### src/rtl/disk_head_ctrl.sv
// Floppy head controller: soft-switch decode, spindle spin-down timer, half-track stepper.
// Switch writes land on the next clk edge; head moves are evaluated on ce_1m ticks and followed by a settle hold-off.
module disk_head_ctrl #(
  parameter int MOTOR_DELAY = 1000000,
  parameter int STEP_SETTLE = 1000,
  parameter int HT_MAX      = 68
) (
  input  logic       clk,
  input  logic       reset_n,
  input  logic       ce_1m,
  input  logic       io_sel,
  input  logic [3:0] a,
  output logic [3:0] phs,
  output logic       motor,
  output logic       drive2,
  output logic       q6,
  output logic       q7,
  output logic [6:0] half_track,
  output logic [5:0] track,
  output logic       step_pulse
);

  localparam int MW = (MOTOR_DELAY < 2) ? 1 : $clog2(MOTOR_DELAY + 1);
  localparam int SW = (STEP_SETTLE < 2) ? 1 : $clog2(STEP_SETTLE + 1);
  localparam logic [MW-1:0] MLOAD  = MW'(MOTOR_DELAY);
  localparam logic [SW-1:0] SLOAD  = SW'(STEP_SETTLE);
  localparam logic [6:0]    HT_LIM = 7'(HT_MAX);

  typedef enum logic {IDLE, SETTLE} step_state_t;

  step_state_t     state_q, state_d;
  logic [6:0]      ht_q, ht_d;
  logic [SW-1:0]   settle_q, settle_d;
  logic            pulse_q, pulse_d;
  logic            tmr_act;
  logic [MW-1:0]   tmr_cnt;
  logic [1:0]      p, pu, pd;
  logic            mv_up, mv_dn;

  // Phase magnets and the drive/Q latches
  always_ff @(posedge clk) begin
    if (!reset_n) begin
      phs    <= 4'b0000;
      drive2 <= 1'b0;
      q6     <= 1'b0;
      q7     <= 1'b0;
    end else if (io_sel) begin
      case (a)
        4'hA:    drive2 <= 1'b0;
        4'hB:    drive2 <= 1'b1;
        4'hC:    q6 <= 1'b0;
        4'hD:    q6 <= 1'b1;
        4'hE:    q7 <= 1'b0;
        4'hF:    q7 <= 1'b1;
        4'h8,
        4'h9:    ;
        default: phs[a[2:1]] <= a[0];
      endcase
    end
  end

  // Later assignments win: a=9 overrides an expiry on the same cycle.
  always_ff @(posedge clk) begin
    if (!reset_n) begin
      motor   <= 1'b0;
      tmr_act <= 1'b0;
      tmr_cnt <= '0;
    end else begin
      if (tmr_act && ce_1m) begin
        if (tmr_cnt <= MW'(1)) begin
          motor   <= 1'b0;
          tmr_act <= 1'b0;
          tmr_cnt <= '0;
        end else begin
          tmr_cnt <= tmr_cnt - MW'(1);
        end
      end
      if (io_sel && a == 4'h9) begin
        motor   <= 1'b1;
        tmr_act <= 1'b0;
      end else if (io_sel && a == 4'h8 && motor && !tmr_act) begin
        tmr_act <= 1'b1;
        tmr_cnt <= MLOAD;
      end
    end
  end

  assign p     = ht_q[1:0];
  assign pu    = p + 2'd1;
  assign pd    = p + 2'd3;
  assign mv_up = phs[pu] && !phs[pd] && (ht_q < HT_LIM);
  assign mv_dn = phs[pd] && !phs[pu] && (ht_q != 7'd0);

  always_ff @(posedge clk) begin
    if (!reset_n) begin
      state_q  <= IDLE;
      ht_q     <= 7'd0;
      settle_q <= '0;
      pulse_q  <= 1'b0;
    end else begin
      state_q  <= state_d;
      ht_q     <= ht_d;
      settle_q <= settle_d;
      pulse_q  <= pulse_d;
    end
  end

  always_comb begin
    state_d  = state_q;
    ht_d     = ht_q;
    settle_d = settle_q;
    pulse_d  = 1'b0;
    case (state_q)
      IDLE: begin
        if (ce_1m && motor && (mv_up || mv_dn)) begin
          ht_d     = mv_up ? ht_q + 7'd1 : ht_q - 7'd1;
          pulse_d  = 1'b1;
          settle_d = SLOAD;
          state_d  = SETTLE;
        end
      end
      SETTLE: begin
        // Counts down regardless of motor so a stopped drive still settles
        if (ce_1m) begin
          if (settle_q <= SW'(1)) begin
            settle_d = '0;
            state_d  = IDLE;
          end else begin
            settle_d = settle_q - SW'(1);
          end
        end
      end
      default: state_d = IDLE;
    endcase
  end

  assign half_track = ht_q;
  assign track      = ht_q[6:1];
  assign step_pulse = pulse_q;

endmodule
### config.mk
export PLATFORM = sky130hd
export DESIGN_NAME = disk_head_ctrl
export DESIGN_NICKNAME = d
export VERILOG_FILES = /design/src/rtl/disk_head_ctrl.sv
export SDC_FILE = /design/constraint.sdc
export NUM_CORES = 1
export LEC_CHECK = 0
export ABC_CLOCK_PERIOD_IN_PS = 6500
export BUFFER_PORTS_ARGS = -buffer_cell sky130_fd_sc_hd__buf_2
export CAP_MARGIN = 20
export CORE_MARGIN = 3
export CORE_UTILIZATION = 45
export CTS_CLUSTER_SIZE = 40
export DETAILED_ROUTE_END_ITERATION = 12
export PLACE_DENSITY = 0.75
export SYNTH_ARGS = -nofsm -noshare
export SYNTH_HDL_FRONTEND = slang
export SYNTH_SLANG_ARGS = --single-unit
### constraint.sdc
create_clock -name clk -period 6.5 [get_ports clk]
set_input_delay 1.3 -clock clk [delete_from_list [all_inputs] [get_ports clk]]
set_output_delay 1.3 -clock clk [all_outputs]
set_load 0.005 [all_outputs]
=== After elaboration in Yosys (flattened, before gate mapping) ===
Cells that the tools add are included.
W data, S select, Z words.

* Bitwise logic cells: 3
* $add $sub $neg: 6
* Reductions and logical operators: 35
* Magnitude comparators: 7
* Equality and inequality tests: 10
* Muxes and demuxes: 27

{| class="wikitable"
|+ Operators with widths
! cell !! number
|-
| $mux W20 || 4
|-
| $eq A4 B4 Y1 const B || 8
|-
| $mux W10 || 3
|-
| $le A20 B1 Y1 const B || 1
|-
| $pmux W10 S2 || 1
|-
| $sub A20 B1 Y20 const B || 1
|-
| $reduce_and A2 Y1 || 8
|-
| $reduce_bool A2 Y1 || 7
|-
| $logic_and A1 B1 Y1 || 12
|-
| $le A10 B1 Y1 const B || 1
|-
| $mux W1 || 10
|-
| $sub A10 B1 Y10 const B || 1
|-
| $lt A2 B3 Y1 const B || 3
|-
| $pmux W1 S2 || 4
|-
| $reduce_or A8 Y1 || 1
|-
| $add A7 B1 Y7 const B || 1
|-
| $lt A7 B7 Y1 const B || 1
|-
| $mux W7 || 1
|-
| $reduce_bool A7 Y1 || 1
|-
| $sub A7 B1 Y7 const B || 1
|-
| $bmux W1 S2 || 2
|-
| $bwmux W4 || 1
|-
| $ne A2 B2 Y1 const B || 2
|-
| $reduce_or A2 Y1 || 2
|-
| other kinds (7) || 11
|}

* Input port bits: 8
* Output and inout bits: 22
* Word-level logic and storage cells: 99
* Register bits after elaboration: 48

=== Logic depth before layout (Yosys ltp) ===
Gate-level depths: netlist of run 1.

* Word-level depth: 10
* Gate-level depth with buffers: 11
* Depth with buffers taken out: 11

=== Worst setup path after synthesis of run 1 ===
Ideal clock, no wire load.

* Path kind: register to register
* From: reg ht_q[0], in the netlist half_track[0]
* To: reg ht_q[6], in the netlist half_track[6]
* Buffers on the path: 0
* Data arrival time: 3.070 ns
* Clock period less this slack: 3.142 ns
* Setup time: 0.072 ns
* Stages on the path, launching flop included: 12
* Required time: 6.428 ns
* Setup slack: 3.358 ns
* Cell sequence: dfxtp_1 -> inv_1 -> ha_1 -> mux4_2 -> nor3b_4 -> inv_2 -> ha_1 -> a211oi_1 -> o21a_1 -> or3_4 -> a21oi_2 -> mux2i_1

* Cells in the longest elaborated chain, start to end: 9
* Elaborated cells between the ends (all ways): 20
* Those cells by class: 4 x add/sub; 1 x order compare; 5 x mux; 10 x reduce/logical

{| class="wikitable"
|+ Ends and longest elaborated chain
! item !! RTL line !! RTL
|-
| start, declared || 32 || <nowiki>logic [6:0] ht_q, ht_d;</nowiki>
|-
| start signal, assigned || 102 || <nowiki>ht_q <= ht_d;</nowiki>
|-
| $add A2 B2 Y2 * || 90 || <nowiki>assign pd = p + 2'd3;</nowiki>
|-
| named net pd[0] || 37 || <nowiki>logic [1:0] p, pu, pd;</nowiki>
|-
| $bmux W1 S2 * || 91, 92 ||
|-
| $mux W1 (not written as such) * || 91, 92 ||
|-
| $logic_not A1 Y1 || 91 || <nowiki>assign mv_up = phs[pu] && !phs[pd] && (ht_q < HT_LIM);</nowiki>
|-
| $logic_and A1 B1 Y1 (2 in a row) || 91 ||
|-
| $logic_or A1 B1 Y1 || 115 || <nowiki>if (ce_1m && motor && (mv_up || mv_dn)) begin</nowiki>
|-
| $logic_and A1 B1 Y1 || 115 ||
|-
| $reduce_and A2 Y1 (no line) || n/a ||
|}

Mark *: on every way through the listed nets, which the timed path passes. The rest lies on a longest branch. The select of a mux whose other input is x is not followed.
A chain may end at the register's enable or synchronous reset.

=== Worst setup path in the final report of run 1 ===
* From: reg ht_q[0], in the netlist half_track[0]
* To: reg ht_q[5], in the netlist half_track[5]

Same word-level chain as after synthesis.

==> summary.md, run 1 <==
| Metric | Value |
|---|---|
| Async set-reset flop share out of synthesis | `0%` |
| CTS sink count | `48` |
| Maxcap violations | `0` |
| Power density cells | `185 nW/um^2` |
| Status | `complete, no violations` |
| Clock Latency Late Sink | `0.30 ns` |
| Crit-path max FO | `7` |
| TritonCTS clock tree | `built` |
| DR WL/cell | `14.3 um` |
| Final wirelength | `5680 um` |
| Clock root cell | `clkbuf_8` |
| # Post-CTS Setup Buffers | `0` |
| Via count | `2245` |
| Tot GR Track Use | `18.8%` |
| PortBufs | `29` |
| Worst vdd ir | `113 uV` |
| Initial antenna violation count | `0` |
| Sequential fraction of the synthesis area | `36.6%` |
| Crit share post-route | `51.5%` |
| RSZ-0062 raised after global routing | `false` |
| Share of the synthesized area in the top cell type | `36.6%` |
| Total negative slack | `0 ns` |
| Nets | `343` |
| Post-synth EDFFs | `0` |
| Largest net degree at the start of global routing | `26` |
| FF-to-FF End | `half_track[5]` |
| Initial DRC Count | `210` |
| Register-to-register setup slack | `3.15 ns` |
| Cell taking the most area after synthesis | `dfxtp_1` |
| Leak | `1.17 nW` |
| First-pass iteration count of the detailed router | `4` |
| Vias/cell | `5.65` |
| Final number of hold-violating endpoints | `0` |
| Die H | `82.4 um` |
| Yosys cell types | `53` |
| Antenna diodes | `0` |
| Worst Hold Class | `reg2reg` |
| Synthesized area | `2630 um^2` |
| Synth Area per Inst | `8.66 um^2` |
| Post-synth top cells | `48 x dfxtp_1, 36 x nor2_1, 20 x nand2_1` |
| Rel. slew slack | `65.0%` |
| Hold_ws | `0.506 ns` |
| RD Place Congestion | `0.810` |
| Layout cells sized above 1 | `15.4%` |
| Startpoint class of the critical path | `register` |
| Yosys warnings | `0` |
| Width of the die | `82.4 um` |
| First-pass GRT wire length | `9980 um` |
| WP data arrival | `3.52 ns` |
| Count leader, synth | `dfxtp_1` |
| Syn Nets | `322` |
| Most used DFF post-synth | `dfxtp_1` |
| Minimum clock period | `3.35 ns` |
| Post-CTS Resized | `0` |
| FMAX | `0.299 GHz` |
| Crit Path Class | `reg2reg` |
| Worst Tran Pin Value | `0.524 ns` |
| Initial Utilization | `47.1%` |
| Total power | `532 uW` |
| Crit. End Element | `register` |
| Detail Placement HPWL | `4100 um` |
| Dominant cells by area after synthesis | `dfxtp_1 37%, nor2_1 5.1%, ha_1 4.8%` |
| Fin cells | `397` |
| Top Layer Used | `met4` |
| Routed wl met2 | `2700 um` |
| Reg2reg path depth | `11` |
| Synthesized instance count | `303` |
| Aggregate global routing overflow | `0` |
| Placed cells | `389` |
| DR WL met3 | `239 um` |
| Yosys reg bits | `48` |
| Pins Over Slew Limit | `0` |
| CORE AREA | `5570 um^2` |
| CP Launch Point | `half_track[0]` |
| Wl on met1 | `2630 um` |
| Die footprint | `6790 um^2` |
| Vias in the first global route | `2173` |
| Number of CTS-inserted buffers | `5` |
| Clock slew at reported path FFs | `0.08 ns` |
| DRT antenna net count | `0` |
| Clock skew | `0.00333 ns` |
| IO Count | `30` |
| DRC | `0` |
| Setup violators final | `0` |
| Post-CTS Hold Buffers | `0` |
| Crit path to | `half_track[5]` |
| Synth-to-layout area growth | `9.87%` |
| # H-tree levels | `2` |
| Clock Path Buffers | `2` |
| Required time worst endpoint | `6.68 ns` |
| FP Rows | `27` |
| Origin of the critical flop-to-flop path | `half_track[0]` |
## logic make-up (layout without fill, tap and decap cells)
logic type	Yosys count	in the layout	share of synthesized area (%)
simple gates	127	127	26.4
compound gates	60	60	14.8
flops	48	48	36.6
buf+inv	25	47	4.62
xor+xnor	22	22	7.34
fa+ha+maj	11	11	5.53
mux	10	10	4.77
## per-stage QoR
step           area (um^2)  setup slack, ns  utilization, %
2_1_floorplan         2630             3.36               -
3_3_place_gp          2780             3.28            49.8
5_1_grt               2880             2.93            51.7
6_report              2880             3.15            51.7
3_5_place_dp          2780             3.20            49.8
4_1_cts               2880             3.17            51.7
## power by group
part	internal (mW)	total, mW	switching, mW
sequential	0.295	0.296	0.00118
combinational	0.00731	0.0226	0.0153
clock	0.114	0.213	0.0993
total	0.417	0.532	0.116
## registers in the layout, indices dropped and copies added, names as in the netlist
| signal | flops |
|---|---|
| settle_q | 10 |
| step_pulse | 1 |
| drive2 | 1 |
| q7 | 1 |
| q6 | 1 |
| tmr_cnt | 20 |
| state_q | 1 |
| half_track | 7 |
| tmr_act | 1 |
| phs | 4 |
| motor | 1 |
## critical path: stages (launching register included)
cell and delay (ns):
dfxtp_1 0.47, inv_1 0.10, ha_1 0.33, mux4_2 0.58
nor3b_4 0.26, inv_2 0.12, ha_1 0.36, and2_1 0.18
a311o_1 0.32, a21oi_1 0.23, xor2_1 0.18, o31ai_1 0.08
## metal layers
layer / global-route usage (%) / vias up
met5: 0 / -
met4: 7.81 / 0
met3: 3.36 / 10
met2: 31.7 / 47
met1: 23.5 / 1052
li1: - / 1136
## worst min-delay path by stage
| stage | from | endpoint | slack [ns] | cells past startpoint |
|---|---|---|---|---|
| 2_1_floorplan | tmr_cnt[3] | tmr_cnt[3] | 0.46 | 2 |
| 3_3_place_gp | q7 | q7 | 0.48 | 2 |
| 3_5_place_dp | q6 | q6 | 0.49 | 2 |
| 4_1_cts | tmr_cnt[3] | tmr_cnt[3] | 0.51 | 2 |
| 5_1_grt | tmr_cnt[3] | tmr_cnt[3] | 0.54 | 2 |
| 6_report | tmr_cnt[3] | tmr_cnt[3] | 0.51 | 2 |
## cell type report
cell class                 instances  area, um^2
multi-input combinational        230        1540
tap                               72        90.1
clock inverter                     2        35.0
fill                             546        2690
inverter                          10        37.5
sequential                        48         961
clock buffer                       6        72.6
timing repair buffer              29         145
## placed cells by master, fill, tap and decap left out, drive strengths merged, types with 2 or more instances in the layout
| cell | instances |
|---|---|
| mux4 | 2 |
| nor3 | 10 |
| nor2 | 36 |
| a21oi | 20 |
| and2 | 3 |
| inv | 10 |
| a211oi | 2 |
| o21ai | 15 |
| nand2 | 20 |
| or2 | 3 |
| nand4b | 3 |
| o41ai | 2 |
| nor2b | 2 |
| o311a | 2 |
| xnor2 | 12 |
| o211ai | 5 |
| nand4 | 5 |
| a31oi | 4 |
| or3 | 7 |
| nor3b | 2 |
| mux2i | 8 |
| dfxtp | 48 |
| a21o | 3 |
| buf | 29 |
| clkbuf | 6 |
| ha | 10 |
| xor2 | 10 |
| nor4 | 6 |
| or4 | 6 |
| nand3 | 18 |
Note: power is estimated with default switching activity, not from simulation.
==> run 2, diff against run 1 <==
--- a/config.mk
+++ b/config.mk
@@ -5,14 +5,14 @@
 export SDC_FILE = /design/constraint.sdc
 export NUM_CORES = 1
 export LEC_CHECK = 0
-export ABC_CLOCK_PERIOD_IN_PS = 6500
+export ABC_CLOCK_PERIOD_IN_PS = 2790
 export BUFFER_PORTS_ARGS = -buffer_cell sky130_fd_sc_hd__buf_2
 export CAP_MARGIN = 20
 export CORE_MARGIN = 3
 export CORE_UTILIZATION = 45
 export CTS_CLUSTER_SIZE = 40
 export DETAILED_ROUTE_END_ITERATION = 12
-export PLACE_DENSITY = 0.75
+export PLACE_DENSITY = 0.78
 export SYNTH_ARGS = -nofsm -noshare
 export SYNTH_HDL_FRONTEND = slang
 export SYNTH_SLANG_ARGS = --single-unit
==> constraint.sdc (replaced) <==
create_clock -name clk -period 2.79 [get_ports clk]
set_input_delay 0.558 -clock clk [delete_from_list [all_inputs] [get_ports clk]]
set_output_delay 0.558 -clock clk [all_outputs]
set_load 0.005 [all_outputs]
==> summary.md, run 2 (synthesis gave the netlist of run 1 again) <==
| Metric | Value |
|---|---|
| Worst Hold Class | `reg2reg` |
| FMAX | `0.353 GHz (+18%)` |
| Clock skew | `0.00273 ns (-0.000599 ns)` |
| Leak | `1.24 nW (+5.8%)` |
| Hold Path Sink | `state_q` |
| DRC | `0 (unchanged)` |
| Total power | `1.15 mW (+120%)` |
| Switching Share | `23.5% (+1.8 points)` |
| Setup violators final | `1 (+1)` |
| Routing usage on met3 | `3.04% (-0.33 points)` |
| Sequential share of power | `60.0% (+4.4 points)` |
| WP data arrival | `3.08 ns (-0.44 ns)` |
| Origin of the critical flop-to-flop path | `half_track[0]` |
| Tot GR Track Use | `18.8% (+0.041 points)` |
| Width of the die | `82.4 um (unchanged)` |
| CTS sink count | `48 (unchanged)` |
| Via count | `2318 (+3.3%)` |
| Required time worst endpoint | `3.03 ns (-3.65 ns)` |
| Max reg flops | `20 (unchanged)` |
| Final wirelength | `5840 um (+2.9%)` |
| Crit-path max FO | `6 (-1)` |
| DR WL/cell | `14.2 um (-0.36%)` |
| Worst Tran Pin Value | `0.531 ns (+0.00734 ns)` |
| Switch Pwr | `269 uW (+130%)` |
| First-pass iteration count of the detailed router | `4 (unchanged)` |
| Clock slew at reported path FFs | `0.08 ns (about the same)` |
| Busiest layer in global routing | `met2` |
| Aggregate global routing overflow | `0 (unchanged)` |
| Biggest register | `tmr_cnt` |
| Nets | `356 (+3.8%)` |
| Worst slack, placed | `-0.0566 ns (-3.26 ns)` |
| Worst vdd ir | `254 uV (+120%)` |
| TritonCTS clock tree | `built` |
| Die H | `82.4 um (unchanged)` |
| Failing checks | `negative setup slack` |
| Vias/cell | `5.65 (about the same)` |
| Clock root cell | `clkbuf_8` |
| Number of CTS-inserted buffers | `5 (unchanged)` |
| FP Rows | `27 (unchanged)` |
| P_int | `877 uW (+110%)` |
| First-pass GRT wire length | `10100 um (+0.90%)` |
| Initial DRC Count | `176 (-16%)` |
| Global routing usage on met1 | `25.0% (+1.5 points)` |
| Rel. slew slack | `64.5% (-0.49 points)` |
| Initial antenna violation count | `0 (unchanged)` |
| Detail Placement HPWL | `4340 um (+5.7%)` |
| # Post-CTS Setup Buffers | `0 (unchanged)` |
| Synth-to-layout area growth | `16.3%` |
| Initial Utilization | `47.1% (unchanged)` |
| Final number of hold-violating endpoints | `0 (unchanged)` |
| Vias in the first global route | `2161 (-0.55%)` |
| Met2 Resource Use GR | `31.4% (-0.24 points)` |
| CORE AREA | `5570 um^2 (unchanged)` |
| Worst setup margin | `-0.0460 ns (-3.20 ns)` |
| FF-to-FF End | `half_track[6]` |
| Reg2reg path depth | `11 (unchanged)` |
| Hold Startpoint | `state_q` |
| RD Place Congestion | `0.827 (+2.1%)` |
| Status | `finished, violations left` |
| Hold Crit Depth | `2 (unchanged)` |
| Largest net degree at the start of global routing | `26 (unchanged)` |
| RSZ-0062 raised after global routing | `true` |
| Commonest non-fill, non-tap cell in the layout | `dfxtp_1` |
| PortBufs | `29 (unchanged)` |
| Most frequent cells in the layout | `46 x dfxtp_1, 36 x nor2_1, 29 x buf_2` |
| Antenna diodes | `0 (unchanged)` |
| Maxcap violations | `0 (unchanged)` |
| Crit. End Element | `register` |
| Comb pwr share | `5.1% (+0.9 points)` |
| Die footprint | `6790 um^2 (unchanged)` |
| DRT antenna net count | `0 (unchanged)` |
| Pins Over Slew Limit | `0 (unchanged)` |
| Total negative slack | `-0.0460 ns (-0.0460 ns)` |
| Minimum clock period | `2.84 ns (-0.509 ns)` |
| Power density cells | `375 nW/um^2 (+100%)` |
| Clock share of power | `34.9% (-5.2 points)` |
| Post-CTS Hold Buffers | `0 (unchanged)` |
| Crit Path Class | `reg2reg` |
| Clock Path Buffers | `2 (unchanged)` |
| Layout cells sized above 1 | `22.8% (+7.4 points)` |
| IO Count | `30 (unchanged)` |
| # H-tree levels | `2 (unchanged)` |
| Register-to-register setup slack | `-0.05 ns (-3.20 ns)` |
| Startpoint class of the critical path | `register` |
| Crit share post-route | `102% (+50 points)` |
| Clock Latency Late Sink | `0.30 ns (about the same)` |
==> run 2: cell count changes in the layout (fill, tap and decap cells not counted), moves of 2 or more <==
cell and change:
ha_1 -5, a21oi_1 -3, ha_4 +5, dfxtp_4 +2, inv_1 -2, a21oi_2 +3, buf_4 +12, inv_4 +2
dfxtp_1 -2
==> run 2: cell type report <==
class	count	area, um^2
clock buffer	5	68.8
clock inverter	3	13.8
fill	501	2520
inverter	10	42.5
multi-input combinational	230	1620
sequential	48	968
tap	72	90.1
timing repair buffer	42	246
==> run 2: repair_timing <==
item                       4_1_cts  5_1_grt
pin swaps                        7        2
resized for setup                2        3
setup endpoints to repair        2        3
==> run 2: routing by layer <==
layer  vias up  wire length [um]
met4         0                63
met1      1108              2760
li1       1163                 -
met3         5               232
met5         -                 0
met2        42              2790
==> run 2: stage by stage <==
stage / hold WS, ns / cells / utilization (%) / cell area, um^2
6_report: 0.505 / 410 / 54.8 / 3050
3_3_place_gp: 0.477 / 402 / 52.8 / 2940
5_1_grt: 0.521 / 410 / 54.8 / 3050
3_5_place_dp: 0.486 / 402 / 52.8 / 2940
2_1_floorplan: 0.458 / 303 / - / 2690
4_1_cts: 0.504 / 410 / 54.6 / 3040
==> run 2: power by group through the flow <==
stage / Sequential, mW / Combinational (mW) / Clock, mW
2_1_floorplan: 0.704 / 0.0363 / 0
3_3_place_gp: 0.704 / 0.0558 / 0
3_5_place_dp: 0.704 / 0.0570 / 0
4_1_cts: 0.688 / 0.0575 / 0.410
5_1_grt: 0.689 / 0.0643 / 0.437
6_report: 0.688 / 0.0580 / 0.400
==> run 2: worst max-delay path by stage <==
stage	from	end	cells past startpoint
after floorplan	half_track[0]	half_track[6]	11
after global placement	half_track[0]	half_track[6]	11
after detailed placement	half_track[0]	half_track[5]	11
after CTS	half_track[0]	half_track[6]	11
after global routing	half_track[0]	half_track[6]	11
final	half_track[0]	half_track[6]	11
==> run 2: critical path, cell delays in order (launching register included) <==
cell      delay [ns]
dfxtp_4         0.36
inv_4           0.04
ha_4            0.26
mux4_2          0.53
nor3b_4         0.26
inv_4           0.12
ha_4            0.32
a211oi_2        0.07
o21a_1          0.18
or3_4           0.32
a21oi_2         0.14
mux2i_1         0.18
==> run 3, diff against run 2 <==
--- a/config.mk
+++ b/config.mk
@@ -5,14 +5,15 @@
 export SDC_FILE = /design/constraint.sdc
 export NUM_CORES = 1
 export LEC_CHECK = 0
-export ABC_CLOCK_PERIOD_IN_PS = 2790
+export ABC_AREA = 1
+export ABC_CLOCK_PERIOD_IN_PS = 3000
 export BUFFER_PORTS_ARGS = -buffer_cell sky130_fd_sc_hd__buf_2
 export CAP_MARGIN = 20
 export CORE_MARGIN = 3
 export CORE_UTILIZATION = 45
 export CTS_CLUSTER_SIZE = 40
 export DETAILED_ROUTE_END_ITERATION = 12
-export PLACE_DENSITY = 0.78
+export PLACE_DENSITY = 0.75
 export SYNTH_ARGS = -nofsm -noshare
 export SYNTH_HDL_FRONTEND = slang
 export SYNTH_SLANG_ARGS = --single-unit
==> constraint.sdc (replaced) <==
create_clock -name clk -period 3 [get_ports clk]
set_input_delay 0.6 -clock clk [delete_from_list [all_inputs] [get_ports clk]]
set_output_delay 0.6 -clock clk [all_outputs]
set_load 0.005 [all_outputs]
==> summary.md, run 3 <==
| Metric | Value |
|---|---|
| Footprint of the multi-input gates | `1580 um^2 (-2.9%)` |
| Worst path slowest cell | `ha_1` |
| FP Rows | `28 (+3.7%)` |
| Clock Path Buffers | `2 (unchanged)` |
| Biggest register | `tmr_cnt` |
| Worst Tran Pin Value | `0.447 ns (-0.0841 ns)` |
| Dominant cells by area after synthesis | `dfxtp_1 34%, nand2_1 13%, nor2_1 7.9%` |
| Share of the synthesized area in the top cell type | `33.7% (-2.9 points)` |
| Die footprint | `7330 um^2 (+8.1%)` |
| IO Count | `30 (unchanged)` |
| FMAX | `0.387 GHz (+9.7%)` |
| Synthesized instance count | `436 (+44%)` |
| Most frequent cells in the layout | `98 x nand2_1, 60 x nor2_1, 57 x inv_1` |
| Detail Placement HPWL | `4760 um (+9.8%)` |
| Largest net degree at the start of global routing | `26 (unchanged)` |
| Nets | `479 (+35%)` |
| # Post-CTS Setup Buffers | `0 (unchanged)` |
| Top cell by count, worst path | `nand2_1` |
| Setup violators final | `0 (-1)` |
| Final core occ | `51.8% (-3.0 points)` |
| Clock share of power | `36.5% (+1.6 points)` |
| Leak | `1.45 nW (+17%)` |
| Initial Utilization | `47.4% (+0.27 points)` |
| Startpoint class of the critical path | `register` |
| Worst vdd ir | `155 uV (-39%)` |
| Synth Area per Inst | `6.55 um^2 (-24%)` |
| Minimum clock period | `2.59 ns (-0.250 ns)` |
| Vias/cell | `5.21 (-7.8%)` |
| WP data arrival | `2.79 ns (-0.29 ns)` |
| Crit. End Element | `register` |
| Synthesized area | `2850 um^2 (+8.7%)` |
| Syn Nets | `455 (+41%)` |
| Crit-path max FO | `8 (+2)` |
| First-pass iteration count of the detailed router | `5 (+1)` |
| Clock root cell | `clkbuf_8` |
| Clock slew at reported path FFs | `0.09 ns (about the same)` |
| Max reg flops | `20 (unchanged)` |
| Rel. slew slack | `70.1% (+5.6 points)` |
| DR WL/cell | `11.9 um (-16%)` |
| PortBufs | `29 (unchanged)` |
| Synth-to-layout area growth | `9.34%` |
| Sequential share of power | `57.7% (-2.3 points)` |
| Tot GR Track Use | `18.1% (-0.71 points)` |
| Clock skew | `0.00980 ns (+0.00708 ns)` |
| Required time worst endpoint | `3.20 ns (+0.17 ns)` |
| Die H | `85.6 um (+4.0%)` |
| Post-synth top cells | `98 x nand2_1, 60 x nor2_1, 57 x inv_1` |
| Most used DFF post-synth | `dfxtp_1` |
| Switching Share | `23.9% (+0.45 points)` |
| Count leader, synth | `nand2_1` |
| Commonest non-fill, non-tap cell in the layout | `nand2_1` |
| Worst Hold Class | `reg2reg` |
| RD Place Congestion | `0.873 (+5.6%)` |
| # H-tree levels | `2 (unchanged)` |
| Aggregate global routing overflow | `0 (unchanged)` |
| Cell taking the most area after synthesis | `dfxtp_1` |
| Clock Latency Late Sink | `0.30 ns (about the same)` |
| Crit share post-route | `86.2% (-15 points)` |
| DRT antenna net count | `0 (unchanged)` |
| Yosys reg bits | `48 (unchanged)` |
| Yosys warnings | `0 (unchanged)` |
| Sequential fraction of the synthesis area | `33.7% (-2.9 points)` |
| Initial DRC Count | `172 (-2.3%)` |
| DRC | `0 (unchanged)` |
| Async set-reset flop share out of synthesis | `0% (unchanged)` |
| CORE AREA | `6030 um^2 (+8.1%)` |
| Final wirelength | `6380 um (+9.2%)` |
| Crit path cell chain | `inv_1 -> ha_1 -> inv_1 -> nand3_1 -> nand2_1 -> nand3_2 -> ha_1 -> nand2_1 -> nand2_1 -> nand2_1 -> nand2_1 -> nor2_1 -> inv_1 -> nand2_1 -> nand2_1 -> nor2_4 -> nand2_1 -> nand2_1 -> nor2_1` |
| Comb pwr share | `5.8% (+0.7 points)` |
| Antenna diodes | `0 (unchanged)` |
| Crit Path Class | `reg2reg` |
| Fillers | `589 (+18%)` |
| Vias in the first global route | `2629 (+22%)` |
| Status | `complete, no violations` |
| Switch Pwr | `267 uW (-0.69%)` |
| RSZ-0062 raised after global routing | `false` |
| CTS sink count | `48 (unchanged)` |
| Yosys cell types | `35 (-34%)` |
| Power density cells | `358 nW/um^2 (-4.6%)` |
| CP max stage delay | `0.40 ns (-0.13 ns)` |
| Via count | `2794 (+21%)` |
| Worst setup margin | `0.414 ns (+0.460 ns)` |
| Layout cells sized above 1 | `10.2% (-13 points)` |
| Worst slack, placed | `0.349 ns (+0.406 ns)` |
| Initial antenna violation count | `0 (unchanged)` |
| Register Area | `962 um^2 (-0.65%)` |
| Final number of hold-violating endpoints | `0 (unchanged)` |
| P_int | `849 uW (-3.1%)` |
| First-pass GRT wire length | `11100 um (+10%)` |
| Maxcap violations | `0 (unchanged)` |
| Total negative slack | `0 ns (+0.0460 ns)` |
| Post-CTS Resized | `0 (-2)` |
| Number of CTS-inserted buffers | `5 (unchanged)` |
| Pins Over Slew Limit | `0 (unchanged)` |
| Post-synth EDFFs | `0 (unchanged)` |
| TritonCTS clock tree | `built` |
| Width of the die | `85.6 um (+4.0%)` |
| Post-CTS Hold Buffers | `0 (unchanged)` |
-- run 3: cells by family (layout without fill, tap and decap cells) --
| group | count (synthesis) | count (layout) | share of synthesized area, % |
|---|---|---|---|
| and+or+nand+nor | 229 | 229 | 34.9 |
| DFF | 48 | 48 | 33.7 |
| buffers and inverters | 75 | 100 | 11.1 |
| xor gates and xnor gates | 11 | 11 | 3.38 |
| adders and majority gates | 11 | 11 | 5.09 |
| AOI/OAI and AO/OA | 62 | 62 | 11.9 |
-- run 3: cell type report --
type                       count  share of cell area [%]
timing repair buffer          32                    5.37
inverter                      60                    7.26
sequential                    48                    30.8
multi-input combinational    313                    50.5
clock inverter                 1                   0.241
tap                           75                    3.01
clock buffer                   7                    2.77
-- run 3: critical path, delay by kind of cell (launching register included) --
kind | cells | cell delay, ns
buffers and inverters | 3 | 0.26
adders and majority gates | 2 | 0.74
DFF | 1 | 0.38
and+or+nand+nor | 14 | 1.09
-- run 3: stage by stage --
stage | hold WS, ns | instance area (um^2) | power [mW] | instances
2_1_floorplan | 0.429 | 2850 | 0.700 | 436
3_3_place_gp | 0.443 | 3030 | 0.722 | 528
3_5_place_dp | 0.452 | 3030 | 0.724 | 528
4_1_cts | 0.469 | 3120 | 1.13 | 536
5_1_grt | 0.499 | 3120 | 1.17 | 536
6_report | 0.468 | 3120 | 1.12 | 536
-- run 3: power by group through the flow --
stage	clock [mW]	sequential, mW	combinational (mW)
detailed placement	0	0.659	0.0642
global route	0.450	0.645	0.0727
floorplan	0	0.659	0.0413
global placement	0	0.659	0.0622
CTS	0.423	0.644	0.0643
finish	0.407	0.644	0.0649
-- run 3: worst paths after layout --
path | startpoint | end | slack, ns | cells after the start
hold / removal | tmr_cnt[12] | tmr_cnt[12] | 0.47 | 1
setup / recovery | half_track[1] | half_track[6] | 0.41 | 19
hold reg to reg | tmr_cnt[12] | tmr_cnt[12] | 0.47 | 1
setup reg to reg | half_track[1] | half_track[6] | 0.41 | 19
-- run 3: layer usage --
metal | up-vias | global-route usage (%) | share of wire, %
met5 | - | 0 | 0
met3 | 13 | 3.27 | 4.2
met4 | 0 | 8.20 | 2.1
li1 | 1465 | - | -
met1 | 1261 | 22.4 | 47
met2 | 55 | 30.6 | 46
